--- src/rtl/sdram_cmd_arbiter_if.sv ---
// sdram_cmd_arbiter_if: sub-controller handshakes plus SDRAM pin bus shared through the command arbiter
// Ports/modports:
//   master - sub-controller side: drives initial_done, *_req, *_done, *_cmd, *_addr, *_ba; sees grants, breaks, sdram_*
//   slave  - arbiter side: the reverse
interface sdram_cmd_arbiter_if #(
  parameter int ADDR_W = 13,
  parameter int BA_W   = 2
);
  logic              initial_done;
  logic [3:0]        init_cmd;
  logic [ADDR_W-1:0] init_addr;
  logic              aref_req;
  logic              aref_en;
  logic              ref_done;
  logic [3:0]        aref_cmd;
  logic [ADDR_W-1:0] aref_addr;
  logic              wr_req;
  logic              wr_en;
  logic              wr_break;
  logic              wr_done;
  logic [3:0]        wr_cmd;
  logic [ADDR_W-1:0] wr_addr;
  logic [BA_W-1:0]   wr_ba;
  logic              rd_req;
  logic              rd_en;
  logic              rd_break;
  logic              rd_done;
  logic [3:0]        rd_cmd;
  logic [ADDR_W-1:0] rd_addr;
  logic [BA_W-1:0]   rd_ba;
  logic              sdram_cke;
  logic [3:0]        sdram_cmd;
  logic [BA_W-1:0]   sdram_ba;
  logic [ADDR_W-1:0] sdram_addr;
  modport master (
    output initial_done, init_cmd, init_addr,
    output aref_req, ref_done, aref_cmd, aref_addr,
    output wr_req, wr_done, wr_cmd, wr_addr, wr_ba,
    output rd_req, rd_done, rd_cmd, rd_addr, rd_ba,
    input  aref_en, wr_en, wr_break, rd_en, rd_break,
    input  sdram_cke, sdram_cmd, sdram_ba, sdram_addr
  );
  modport slave (
    input  initial_done, init_cmd, init_addr,
    input  aref_req, ref_done, aref_cmd, aref_addr,
    input  wr_req, wr_done, wr_cmd, wr_addr, wr_ba,
    input  rd_req, rd_done, rd_cmd, rd_addr, rd_ba,
    output aref_en, wr_en, wr_break, rd_en, rd_break,
    output sdram_cke, sdram_cmd, sdram_ba, sdram_addr
  );
endinterface

--- src/rtl/sdram_cmd_arbiter.sv ---
// sdram_cmd_arbiter: shares the SDRAM command/address bus between init, refresh, write and read controllers
// Ports: sclk clock; snrst async active-low reset; bus (slave modport) carries requests, grants,
//   breaks, done strobes, per-source command/address and the registered sdram_* pin outputs.
// Option: define SDRAM_ARB_RR_EN for round-robin write/read arbitration (default: write over read).
module sdram_cmd_arbiter #(
  parameter int         ADDR_W  = 13,
  parameter int         BA_W    = 2,
  parameter logic [3:0] CMD_NOP = 4'b0111
) (
  input logic                sclk,
  input logic                snrst,
  sdram_cmd_arbiter_if.slave bus
);
  typedef enum logic [2:0] {INIT, IDLE, AREF, WRITE, READ} state_t;
  state_t            state, next;
  logic              ref_pend;
  logic              wr_prio;
  logic              pick_wr;
  logic [3:0]        cmd_d;
  logic [ADDR_W-1:0] addr_d;
  logic [BA_W-1:0]   ba_d;
`ifdef SDRAM_ARB_RR_EN
  // 1 = last write/read grant went to the reader
  logic last_grant;
  always_ff @(posedge sclk or negedge snrst)
    if (!snrst) last_grant <= 1'b1;
    else if (state == IDLE && next == WRITE) last_grant <= 1'b0;
    else if (state == IDLE && next == READ) last_grant <= 1'b1;
  assign wr_prio = last_grant;
`else
  assign wr_prio = 1'b1;
`endif
  assign pick_wr = bus.wr_req && (!bus.rd_req || wr_prio);
  always_comb begin
    next = state;
    unique case (state)
      INIT:    next = bus.initial_done ? IDLE : INIT;
      IDLE:    next = ref_pend ? AREF : pick_wr ? WRITE : bus.rd_req ? READ : IDLE;
      AREF:    next = bus.ref_done ? IDLE : AREF;
      WRITE:   next = bus.wr_done ? IDLE : WRITE;
      READ:    next = bus.rd_done ? IDLE : READ;
      default: next = INIT;
    endcase
  end
  always_comb begin
    cmd_d  = state == INIT ? bus.init_cmd : state == AREF ? bus.aref_cmd :
             state == WRITE ? bus.wr_cmd : state == READ ? bus.rd_cmd : CMD_NOP;
    addr_d = state == INIT ? bus.init_addr : state == AREF ? bus.aref_addr :
             state == WRITE ? bus.wr_addr : state == READ ? bus.rd_addr : '0;
    ba_d   = state == WRITE ? bus.wr_ba : state == READ ? bus.rd_ba : '0;
  end
  always_ff @(posedge sclk or negedge snrst)
    if (!snrst) begin
      state          <= INIT;
      ref_pend       <= 1'b0;
      bus.aref_en    <= 1'b0;
      bus.wr_en      <= 1'b0;
      bus.rd_en      <= 1'b0;
      bus.sdram_cmd  <= CMD_NOP;
      bus.sdram_addr <= '0;
      bus.sdram_ba   <= '0;
    end else begin
      state          <= next;
      // a new request wins over the clear taken on the IDLE->AREF grant
      ref_pend       <= (bus.aref_req && bus.initial_done) || (ref_pend && !(state == IDLE && next == AREF));
      bus.aref_en    <= state == IDLE && next == AREF;
      bus.wr_en      <= state == IDLE && next == WRITE;
      bus.rd_en      <= state == IDLE && next == READ;
      bus.sdram_cmd  <= cmd_d;
      bus.sdram_addr <= addr_d;
      bus.sdram_ba   <= ba_d;
    end
  assign bus.wr_break  = ref_pend && state == WRITE;
  assign bus.rd_break  = ref_pend && state == READ;
  assign bus.sdram_cke = 1'b1;
endmodule

--- src/flat_wrapper.sv ---
// flat-port wrapper written by rule: the top's interface ports become plain ports
module sdram_cmd_arbiter_flat 
#(
  parameter int         ADDR_W  = 13,
  parameter int         BA_W    = 2,
  parameter logic [3:0] CMD_NOP = 4'b0111
)
  (sclk, snrst, bus_initial_done, bus_init_cmd, bus_init_addr, bus_aref_req, bus_ref_done, bus_aref_cmd, bus_aref_addr, bus_wr_req, bus_wr_done, bus_wr_cmd, bus_wr_addr, bus_wr_ba, bus_rd_req, bus_rd_done, bus_rd_cmd, bus_rd_addr, bus_rd_ba, bus_aref_en, bus_wr_en, bus_wr_break, bus_rd_en, bus_rd_break, bus_sdram_cke, bus_sdram_cmd, bus_sdram_ba, bus_sdram_addr);
  sdram_cmd_arbiter_if #(.ADDR_W(ADDR_W), .BA_W(BA_W)) bus_i ();
  input logic sclk;
  input logic snrst;
  input wire logic [$bits(bus_i.initial_done)-1:0] bus_initial_done;
  input wire logic [$bits(bus_i.init_cmd)-1:0] bus_init_cmd;
  input wire logic [$bits(bus_i.init_addr)-1:0] bus_init_addr;
  input wire logic [$bits(bus_i.aref_req)-1:0] bus_aref_req;
  input wire logic [$bits(bus_i.ref_done)-1:0] bus_ref_done;
  input wire logic [$bits(bus_i.aref_cmd)-1:0] bus_aref_cmd;
  input wire logic [$bits(bus_i.aref_addr)-1:0] bus_aref_addr;
  input wire logic [$bits(bus_i.wr_req)-1:0] bus_wr_req;
  input wire logic [$bits(bus_i.wr_done)-1:0] bus_wr_done;
  input wire logic [$bits(bus_i.wr_cmd)-1:0] bus_wr_cmd;
  input wire logic [$bits(bus_i.wr_addr)-1:0] bus_wr_addr;
  input wire logic [$bits(bus_i.wr_ba)-1:0] bus_wr_ba;
  input wire logic [$bits(bus_i.rd_req)-1:0] bus_rd_req;
  input wire logic [$bits(bus_i.rd_done)-1:0] bus_rd_done;
  input wire logic [$bits(bus_i.rd_cmd)-1:0] bus_rd_cmd;
  input wire logic [$bits(bus_i.rd_addr)-1:0] bus_rd_addr;
  input wire logic [$bits(bus_i.rd_ba)-1:0] bus_rd_ba;
  output wire logic [$bits(bus_i.aref_en)-1:0] bus_aref_en;
  output wire logic [$bits(bus_i.wr_en)-1:0] bus_wr_en;
  output wire logic [$bits(bus_i.wr_break)-1:0] bus_wr_break;
  output wire logic [$bits(bus_i.rd_en)-1:0] bus_rd_en;
  output wire logic [$bits(bus_i.rd_break)-1:0] bus_rd_break;
  output wire logic [$bits(bus_i.sdram_cke)-1:0] bus_sdram_cke;
  output wire logic [$bits(bus_i.sdram_cmd)-1:0] bus_sdram_cmd;
  output wire logic [$bits(bus_i.sdram_ba)-1:0] bus_sdram_ba;
  output wire logic [$bits(bus_i.sdram_addr)-1:0] bus_sdram_addr;
  assign bus_i.initial_done = bus_initial_done;
  assign bus_i.init_cmd = bus_init_cmd;
  assign bus_i.init_addr = bus_init_addr;
  assign bus_i.aref_req = bus_aref_req;
  assign bus_i.ref_done = bus_ref_done;
  assign bus_i.aref_cmd = bus_aref_cmd;
  assign bus_i.aref_addr = bus_aref_addr;
  assign bus_i.wr_req = bus_wr_req;
  assign bus_i.wr_done = bus_wr_done;
  assign bus_i.wr_cmd = bus_wr_cmd;
  assign bus_i.wr_addr = bus_wr_addr;
  assign bus_i.wr_ba = bus_wr_ba;
  assign bus_i.rd_req = bus_rd_req;
  assign bus_i.rd_done = bus_rd_done;
  assign bus_i.rd_cmd = bus_rd_cmd;
  assign bus_i.rd_addr = bus_rd_addr;
  assign bus_i.rd_ba = bus_rd_ba;
  assign bus_aref_en = bus_i.aref_en;
  assign bus_wr_en = bus_i.wr_en;
  assign bus_wr_break = bus_i.wr_break;
  assign bus_rd_en = bus_i.rd_en;
  assign bus_rd_break = bus_i.rd_break;
  assign bus_sdram_cke = bus_i.sdram_cke;
  assign bus_sdram_cmd = bus_i.sdram_cmd;
  assign bus_sdram_ba = bus_i.sdram_ba;
  assign bus_sdram_addr = bus_i.sdram_addr;
  sdram_cmd_arbiter #(.ADDR_W(ADDR_W), .BA_W(BA_W), .CMD_NOP(CMD_NOP)) u_core (.sclk(sclk), .snrst(snrst), .bus(bus_i));
endmodule
--- config.mk ---
export PLATFORM = sky130hd
export DESIGN_NAME = sdram_cmd_arbiter_flat
export DESIGN_NICKNAME = d
export VERILOG_FILES = /design/src/rtl/sdram_cmd_arbiter_if.sv /design/src/rtl/sdram_cmd_arbiter.sv /design/src/flat_wrapper.sv
export SDC_FILE = /design/constraint.sdc
export NUM_CORES = 1
export LEC_CHECK = 0
export CAP_MARGIN = 15
export CORE_MARGIN = 1.5
export CORE_UTILIZATION = 28
export CTS_BUF_LIST = sky130_fd_sc_hd__clkbuf_4
export CTS_CLUSTER_DIAMETER = 40
export DETAILED_ROUTE_END_ITERATION = 7
export HOLD_SLACK_MARGIN = 0.1
export PLACE_DENSITY = 0.73
export SYNTH_ARGS = -nofsm -noshare
export SYNTH_HDL_FRONTEND = slang
export SYNTH_SLANG_ARGS = --single-unit
--- constraint.sdc ---
create_clock -name sclk -period 1.4 [get_ports sclk]
set_clock_uncertainty 0.2 [all_clocks]
set_input_delay 0.21 -clock sclk [delete_from_list [all_inputs] [get_ports sclk]]
set_output_delay 0.21 -clock sclk [all_outputs]
set_load 0.005 [all_outputs]
==> impl_metrics.csv <==
group,metric,value,unit
drt,drt-met1-wl,1890,um
place,dp_hpwl,3443,um
global_routing,grt_max_degree,27,
global_routing,antenna_found_initial,0,
drt,met3_length,298,um
sta,final.period_utilization,1.156,
cts,cts_buffer_depth,2,
die,die_area,5093,sq um
yosys,yosys_warnings,0,
cells_and_area,diodes,0,
drt,avgRoutedWirePerCell,15.49,um
critical_path,crit_required,1.41,ns
yosys,synthFlopType,"dfrtp_1",
critical_path,rr_startpoint,"u_core.state[2]$_DFF_PN0_",
yosys,ys_ff_latch,26,
critical_path,cp.arrival,1.63,ns
run,maxCapViolCount,0,
critical_path,endpoint,"u_core.bus.sdram_addr[1]$_DFF_PN0_",
global_routing,grt.total_usage,0.1933,
die,io_pins,106,
drt,dr.pass1.iters,4,
critical_path,r2r_cells,6,
drt,drt-total-wl,4956,um
sta,fmax,0.6181,GHz
drt,first_iter_violations,38,
critical_path,cp_max_fo,7,
sta,period_needed,1.618,ns
global_routing,grt_pass1_vias,1677,
yosys,synthDominantCellAreaShare,0.4398,
yosys,synth_cells,139,
pwr,powerDensity,1597,nW/um^2
cts,cts_root_buf,"clkbuf_4",
critical_path,reg2reg_slack,-0.22,ns
yosys,syn_avg_cell_area,9.416,sq um
yosys,yosysTopAreaCell,"dfrtp_1",
place,place.gp.congestion,0.8034,
yosys,synth.area.top_cells,"dfrtp_1 44%, a22oi_1 8.0%, a21oi_1 6.1%, dfstp_2 6.0%, nor2_1 6.0%",
sta,hold-worst-slack,0.2166,ns
drt,vias,1554,
critical_path,critPathKind,"reg2reg",
drt,routed.top_layer,"met4",
die,rows,24,
yosys,synth_fp_nets,220,
drt,route.detailed.drc,0,
yosys,ys_seq_area_frac,0.5000,
cts,clock-sinks,26,
pwr,ir_worst_vdd,0.6752,mV
yosys,synth_cell_types,30,
yosys,yosys-top-cells-count,"23 x dfrtp_1, 21 x nor2_1, 16 x a21oi_1, 15 x o21ai_0, 14 x a22oi_1",
sta,finalSetupViolations,23,
cells_and_area,fin_nets,350,
yosys,synth_most_common_cell,"dfrtp_1",
yosys,synth_area,1309,sq um
cts,numCtsBuffers,3,
sta,setup_ws,-0.2178,ns
cts,cts.clk_slew.worst_paths,0.13,ns
critical_path,startpoint_type,"register",
die,die_y,71.37,um
sta,rsz0062_at_grt,"true",
global_routing,grt.overflow.total,0,
yosys,asyncSetResetFlopFracSynth,1.000,
place,dp_slack,-0.2020,ns
critical_path,reg2reg_to,"u_core.bus.sdram_addr[1]$_DFF_PN0_",
die,start_util,0.2965,
cts,cts_tree,"built",
sta,hold_violations,0,
die,die_w,71.37,um
cts,cts_max_level,1,
cells_and_area,fin_util,0.6386,
critical_path,startpoint,"u_core.state[2]$_DFF_PN0_",
yosys,synth_edf_count,0,
sta,maxSlewViolCount,0,
drt,via_per_inst,4.856,
pwr,leakage,1.147,nW
critical_path,end_kind,"register",
global_routing,grt_pass1_wl,7803,um
drt,dr_wl_met2,2656,um
die,core,4414,sq um
cells_and_area,syn2layout_area_growth,115.4,%
outcome,violations,"negative setup slack",
cts,clock_latency,0.33,ns
cells_and_area,layout-drive-gt1-share,0.2799,
drt,drtAntennaViolNets,0,
place,portBuffers,104,
outcome,status,"finished, violations left",
hold_path,hp-class,"in2reg",
kinds of logic after synthesis:
family                 share of synthesized area
AOI/OAI and AO/OA                         0.2553
and+or+nand+nor                           0.1492
DFF                                       0.5000
buffers and inverters                    0.06118
muxes                                    0.03155
other                                   0.002865
metrics by stage:
step                      TNS, ns  instance area, sq um  std cells  power, W
after floorplan           -0.3202                  1319        139  0.002386
after global placement     -3.029                  2502        301  0.003617
after detailed placement   -3.548                  2502        301  0.003687
after CTS                  -3.344                  2679        315  0.004166
after global routing       -5.403                  2819        320  0.004858
final                      -3.594                  2819        320  0.004502
worst max-delay path, cell delays in order (launching register included):
cell	delay, ns
dfrtp_1	0.43
buf_6	0.14
buf_8	0.11
or3_4	0.35
buf_6	0.16
nor2_2	0.09
a21oi_1	0.04
where the power goes:
part           total [W]  switching, W  internal [W]
sequential       0.00124      0.000129       0.00111
clock           0.000358      0.000227      0.000131
combinational    0.00290       0.00129       0.00162
cell type report:
cell class / count / area (sq um)
timing repair inverter: 1 / 7.507
fill: 389 / 1595
inverter: 2 / 11.26
clock buffer: 4 / 30.03
timing repair buffer: 136 / 1350
sequential: 26 / 654.4
tap: 52 / 65.06
multi-input combinational: 99 / 700.7
registers in the layout, summed over array words and instances, names as in the netlist:
| signal | count |
|---|---|
| u_core.bus.sdram_cmd | 4 |
| u_core.bus.sdram_addr | 13 |
| u_core.bus.aref_en | 1 |
| u_core.bus.sdram_ba | 2 |
| u_core.ref_pend | 1 |
| u_core.bus.wr_en | 1 |
| u_core.state | 3 |
| u_core.bus.rd_en | 1 |
per-layer routing:
metal / global-route usage / vias up
li1: - / 758
met1: 0.2283 / 729
met2: 0.3488 / 57
met3: 0.03657 / 10
met4: 0.06709 / 0
met5: 0 / -
cell usage in the layout, fill, tap and decap left out, types with 2 or more instances in the layout:
master,Yosys,layout
a22oi_1,14,7
buf_12,0,2
nor2_2,0,9
o2bb2ai_1,3,3
a21oi_1,16,15
clkdlybuf4s15_1,0,18
buf_6,2,9
buf_2,4,3
clkbuf_4,0,4
nor3_1,4,2
buf_4,2,20
nor3_2,0,2
dfrtp_1,23,23
clkdlybuf4s50_1,0,80
a32o_1,2,2
clkinvlp_4,0,2
dfstp_2,3,3
mux2i_1,3,3
nor2_1,21,12
nand2b_1,4,3
o21ai_0,15,14
a22oi_2,0,7
nand2_1,5,4
worst min-delay path by stage:
| stage | from | endpoint | slack, ns | depth (start not counted) |
|---|---|---|---|---|
| 2_1_floorplan | snrst | u_core.bus.aref_en$_DFF_PN0_ | -0.29 | 0 |
| 3_3_place_gp | snrst | u_core.bus.sdram_addr[5]$_DFF_PN0_ | 0.38 | 2 |
| 4_1_cts | bus_aref_req | u_core.ref_pend$_DFF_PN0_ | 0.21 | 3 |
| 3_5_place_dp | u_core.ref_pend$_DFF_PN0_ | u_core.bus.wr_en$_DFF_PN0_ | 0.38 | 2 |
| 5_1_grt | bus_aref_req | u_core.ref_pend$_DFF_PN0_ | 0.21 | 3 |
| 6_report | bus_aref_req | u_core.ref_pend$_DFF_PN0_ | 0.22 | 3 |
what timing repair did:
action / 4_1_cts / 5_1_grt
cloned: 3 / 0
endpoints found under the hold margin: 23 / 0
setup endpoints to repair: 45 / 46
pin swaps: 5 / 6
buffers inserted: 6 / 5
hold buffers: 1 / 0
resized for setup: 67 / 37
Power figures use the tool's default switching activity.
